**config.mk**
```make
export PLATFORM = sky130hd
export DESIGN_NAME = imem_loader
export DESIGN_NICKNAME = d
export VERILOG_FILES = /design/src/rtl/imem_loader.sv
export SDC_FILE = /design/constraint.sdc
export NUM_CORES = 1
export LEC_CHECK = 0
export BUFFER_PORTS_ARGS = -buffer_cell sky130_fd_sc_hd__buf_4
export CAP_MARGIN = 40
export CORE_MARGIN = 2
export CORE_UTILIZATION = 35
export DETAILED_ROUTE_END_ITERATION = 7
export SLEW_MARGIN = 5
export SYNTH_ARGS = -nofsm -noshare
export SYNTH_HDL_FRONTEND = slang
export SYNTH_SLANG_ARGS = --single-unit
```
**constraint.sdc**
```tcl
create_clock -name clk -period 2.61 [get_ports clk]
set_input_delay 0.522 -clock clk [delete_from_list [all_inputs] [get_ports clk]]
set_output_delay 0.522 -clock clk [all_outputs]
set_load 0.01 [all_outputs]
```
**src/rtl/imem_loader.sv**
```systemverilog
// Instruction-memory program-port loader: packs host bytes little-endian into words,
// writes them to consecutive addresses, then reads the region back and compares sums.
module imem_loader #(
    parameter int unsigned ADDR_STEP    = 4,
    parameter int unsigned READ_LATENCY = 1
) (
    input  logic        clk,
    input  logic        reset_n,
    input  logic        start,
    input  logic [31:0] base_addr,
    input  logic [15:0] word_count,
    input  logic        in_valid,
    input  logic [7:0]  in_data,
    output logic        in_ready,
    output logic        prg_mode,
    output logic        prg_we,
    output logic [31:0] prg_addr,
    output logic [31:0] prg_wd,
    input  logic [31:0] prg_rd,
    output logic        busy,
    output logic        done,
    output logic        error
);
    localparam int LW = $clog2(READ_LATENCY) + 1;

    typedef enum logic [2:0] {
        IDLE, RECV, WRITE, VRD_ADDR, VRD_WAIT, CHECK, DONE
    } state_t;

    state_t         state_q, state_d;
    logic [31:0]    addr_q, addr_d, wd_q, wd_d, base_q, base_d;
    logic [31:0]    cks_q, cks_d, rsum_q, rsum_d;
    logic [15:0]    cnt_q, cnt_d, rem_q, rem_d;
    logic [1:0]     bcnt_q, bcnt_d;
    logic [LW-1:0]  lat_q, lat_d;
    logic           busy_q, busy_d, mode_q, mode_d, done_q, done_d, err_q, err_d;

    always_ff @(posedge clk) begin
        if (!reset_n) begin
            state_q <= IDLE;
            addr_q  <= '0;
            wd_q    <= '0;
            base_q  <= '0;
            cks_q   <= '0;
            rsum_q  <= '0;
            cnt_q   <= '0;
            rem_q   <= '0;
            bcnt_q  <= '0;
            lat_q   <= '0;
            busy_q  <= 1'b0;
            mode_q  <= 1'b0;
            done_q  <= 1'b0;
            err_q   <= 1'b0;
        end else begin
            state_q <= state_d;
            addr_q  <= addr_d;
            wd_q    <= wd_d;
            base_q  <= base_d;
            cks_q   <= cks_d;
            rsum_q  <= rsum_d;
            cnt_q   <= cnt_d;
            rem_q   <= rem_d;
            bcnt_q  <= bcnt_d;
            lat_q   <= lat_d;
            busy_q  <= busy_d;
            mode_q  <= mode_d;
            done_q  <= done_d;
            err_q   <= err_d;
        end
    end

    always_comb begin
        state_d = state_q;
        addr_d  = addr_q;
        wd_d    = wd_q;
        base_d  = base_q;
        cks_d   = cks_q;
        rsum_d  = rsum_q;
        cnt_d   = cnt_q;
        rem_d   = rem_q;
        bcnt_d  = bcnt_q;
        lat_d   = lat_q;
        busy_d  = busy_q;
        mode_d  = mode_q;
        done_d  = 1'b0;
        err_d   = err_q;
        unique case (state_q)
            IDLE: if (start) begin
                addr_d  = base_addr;
                base_d  = base_addr;
                cnt_d   = word_count;
                rem_d   = word_count;
                cks_d   = '0;
                rsum_d  = '0;
                bcnt_d  = '0;
                err_d   = 1'b0;
                busy_d  = 1'b1;
                mode_d  = 1'b1;
                state_d = (word_count == '0) ? DONE : RECV;
            end
            RECV: if (in_valid) begin
                wd_d[{bcnt_q, 3'b000} +: 8] = in_data;
                bcnt_d = bcnt_q + 2'd1;
                if (bcnt_q == 2'd3) state_d = WRITE;
            end
            WRITE: begin
                cks_d = cks_q + wd_q;
                // Last word written: rewind to the base and re-walk the region for verify.
                if (rem_q == 16'd1) begin
                    addr_d  = base_q;
                    rem_d   = cnt_q;
                    state_d = VRD_ADDR;
                end else begin
                    addr_d  = addr_q + 32'(ADDR_STEP);
                    rem_d   = rem_q - 16'd1;
                    state_d = RECV;
                end
            end
            VRD_ADDR: begin
                lat_d   = '0;
                state_d = VRD_WAIT;
            end
            VRD_WAIT: begin
                if (lat_q == LW'(READ_LATENCY - 1)) begin
                    rsum_d  = rsum_q + prg_rd;
                    rem_d   = rem_q - 16'd1;
                    addr_d  = addr_q + 32'(ADDR_STEP);
                    state_d = (rem_q == 16'd1) ? CHECK : VRD_ADDR;
                end else begin
                    lat_d = lat_q + LW'(1);
                end
            end
            CHECK: begin
                err_d   = (rsum_q != cks_q);
                state_d = DONE;
            end
            DONE: begin
                done_d  = 1'b1;
                busy_d  = 1'b0;
                mode_d  = 1'b0;
                state_d = IDLE;
            end
            default: state_d = IDLE;
        endcase
    end

    assign in_ready = (state_q == RECV);
    assign prg_we   = (state_q == WRITE);
    assign prg_addr = addr_q;
    assign prg_wd   = wd_q;
    assign prg_mode = mode_q;
    assign busy     = busy_q;
    assign done     = done_q;
    assign error    = err_q;
endmodule

```
==> metrics.txt <==
layout cells sized above 1=0.240; hpwl dp=30.2 mm; Final min period=2.71 ns; CP max stage cell=dfxtp_2; Die ar.=37500 um^2; port bufs=161; Mapped Nets=1765; Mapped Cells=1601; Total Wirelength=41.3 mm; Cell variety after synth=67; final slew viol count=0; largest net degree at the start of global routing=72; Pwr Total=7.33 mW; Worst path max stage delay=0.34 ns; PwrDens=450 nW/um^2; status=finished, violations left; area of the core=35500 um^2; largest cells by area after synthesis=dfxtp_1 32%, nand2_1 7.3%, ha_1 7.0%, a21boi_0 5.5%, xor2_1 4.2%; area delta synth->final=29.5%; GR Overflow Total=0; synth warn=0; Max FO, Critical Path=3; register area share after synthesis=0.318; DIE HEIGHT=194 um; WHS=0.327 ns; Num Clock Sinks=200; worst setup margin=-0.0991 ns; CP arrival=3.06 ns; DR vias=12.8k; Hold Fails Final Rpt=0; dpl cells=2312; CP Cell Sequence=ha_4 -> inv_2 -> fa_2 -> nor2b_2 -> o21a_1 -> o21a_1 -> o41ai_4 -> nand4_1 -> nand3b_1 -> a21oi_1 -> or3_1 -> a32o_1; antenna violations before repair=0; GR Util All Layers=0.214; RSZ-0062 raised after global routing=true; CTS Buffer Depth=2; total negative slack=-0.345 ns; Worst setup SP type=flip-flop; TritonRoute pass-1 iters=5; Avg Inst Size Synth=7.86 um^2; CTS tree=done; Initial Util=0.355; Slew HR=0.452; H-tree levels=4; starting DRC count in detailed routing=806; CTS root buffer=clkbuf_16; Max-cap violations=0; Wirelength per Cell=17.6 um; Antenna diodes=0; data required time of the worst path=2.96 ns; Synth Register Bits=200; actual slew at the worst max-slew pin=0.818 ns; leak pwr=6.97 nW; Worst-path clk slew=0.08 ns; peak supply drop=0.507 mV; site row count=69; share of the synthesized area in the top cell type=0.318; mapped cell area=12600 um^2; maximum clock frequency=369 MHz; Clock Skew=0.0139 ns; IO Count=162; die width=194 um; Vias per Instance=5.45; Final nets=2040; worst slack, placed=-0.407 ns; number of global-route vias before repair=12.3k; clk_lat worst skew=0.46 ns; area leader, netlist=dfxtp_1; hold_buf cts=0; first-pass GRT wire length=65.1 mm; CP Class=flip-flop to flip-flop; total CTS buffers=17; DRT antenna net count=0; final setup fails=6; Final Cycle Share=1.04; post-route DRC violation count=0; most used cell, CP=o21a_1; Post-synth EDFFs=0; failing checks=negative setup slack; Layout Cells excl Fill=2349; Synth async-reset ratio=0; RePlAce Congestion=0.946; worst min-delay path class=input pin to flip-flop; CP Capture Type=flip-flop; ys flop type=dfxtp_1
[worst max-delay path: cells and delay by family (launching register included)]
family	cells	cell delay, ns
compound gates	5	1.02
fa+ha+maj	2	0.37
buf+inv	1	0.05
flops	1	0.34
simple gates	4	0.82
[area by class of cell]
class                      count  area, um^2
tap                          461         577
sequential                   200        4010
inverter                      28         109
clock buffer                  18         439
clock inverter                13         134
multi-input combinational   1285        8400
fill                        3480       19200
timing repair buffer         344        2620
[placed cells by master (no fill, tap or decap), types with 50 or more instances in the layout]
| cell | instances |
|---|---|
| xnor2_1 | 50 |
| o21ai_0 | 80 |
| a21oi_1 | 96 |
| xor2_1 | 61 |
| nor2_1 | 75 |
| a21boi_0 | 87 |
| nand2_1 | 246 |
| ha_1 | 64 |
| nand3_1 | 67 |
| dfxtp_1 | 196 |
| buf_4 | 340 |
| nor2b_1 | 58 |
[report_power, final]
part	internal, mW	switching, mW
combinational	0.590	0.738
clock	1.37	1.33
sequential	3.18	0.121
total	5.14	2.19
[timing repair]
item / 4_1_cts / 5_1_grt
buffers inserted: 1 / 6
endpoints found under the setup margin: 20 / 48
pin swaps: 12 / 30
resized for setup: 25 / 43
[worst paths after layout]
path	startpoint	cells after the start	slack, ns	end
worst max register to register	rsum_q[0]	12	-0.1	rsum_q[26]
worst min register to register	base_q[0]	2	0.46	base_q[0]
worst min-delay path	base_addr[9]	3	0.33	base_q[9]
worst max-delay path	rsum_q[0]	12	-0.1	rsum_q[26]
[through the flow]
step | util | instance area, um^2
after global placement | 0.435 | 15400
after floorplan | - | 12600
after global routing | 0.459 | 16300
after CTS | 0.454 | 16100
after detailed placement | 0.435 | 15400
final | 0.459 | 16300
[routing by layer]
metal	GRT usage	part of all wire
met1	0.289	0.46
met2	0.341	0.46
met3	0.0370	0.058
met4	0.0800	0.029
met5	0	0
[Yosys cell counts, types with 8 or more instances]
| library cell | n |
|---|---|
| nand2b_1 | 10 |
| nor3_1 | 45 |
| o21a_1 | 10 |
| or3_1 | 11 |
| nor2_1 | 76 |
| a21boi_0 | 93 |
| xnor2_1 | 50 |
| nand2_1 | 246 |
| a211oi_1 | 10 |
| ha_1 | 70 |
| o21bai_1 | 9 |
| inv_1 | 28 |
| nor4_1 | 12 |
| o21ai_0 | 90 |
| or2_2 | 8 |
| a21o_1 | 34 |
| and3_1 | 18 |
| nand4_1 | 14 |
| a221oi_1 | 28 |
| o211ai_1 | 11 |
| nand3_1 | 69 |
| and2_1 | 22 |
| xor2_1 | 61 |
| nor2b_1 | 60 |
| a21oi_1 | 105 |
| a22oi_1 | 28 |
| clkbuf_1 | 72 |
| a31oi_1 | 10 |
| nor3b_1 | 9 |
| dfxtp_1 | 200 |
[cell families (layout without fill, tap and decap cells)]
family / count (synthesis) / count (layout) / synth area share
AND/OR/NAND/NOR: 628 / 628 / 0.244
AO/OA/AOI/OAI: 471 / 471 / 0.248
flip-flops: 200 / 200 / 0.318
buffers and inverters: 116 / 403 / 0.0379
XOR/XNOR: 111 / 111 / 0.0773
adder cells (fa/ha/maj): 72 / 72 / 0.0728
multiplexers: 3 / 3 / 0.00239
[sequential cells by signal, indices dropped and copies added (netlist names), 3 cells and up]
signal / flops
base_q: 32
prg_addr: 32
cks_q: 32
state_q: 3
rem_q: 16
cnt_q: 16
rsum_q: 32
prg_wd: 32
No activity file was read; power rests on OpenSTA's default activity.
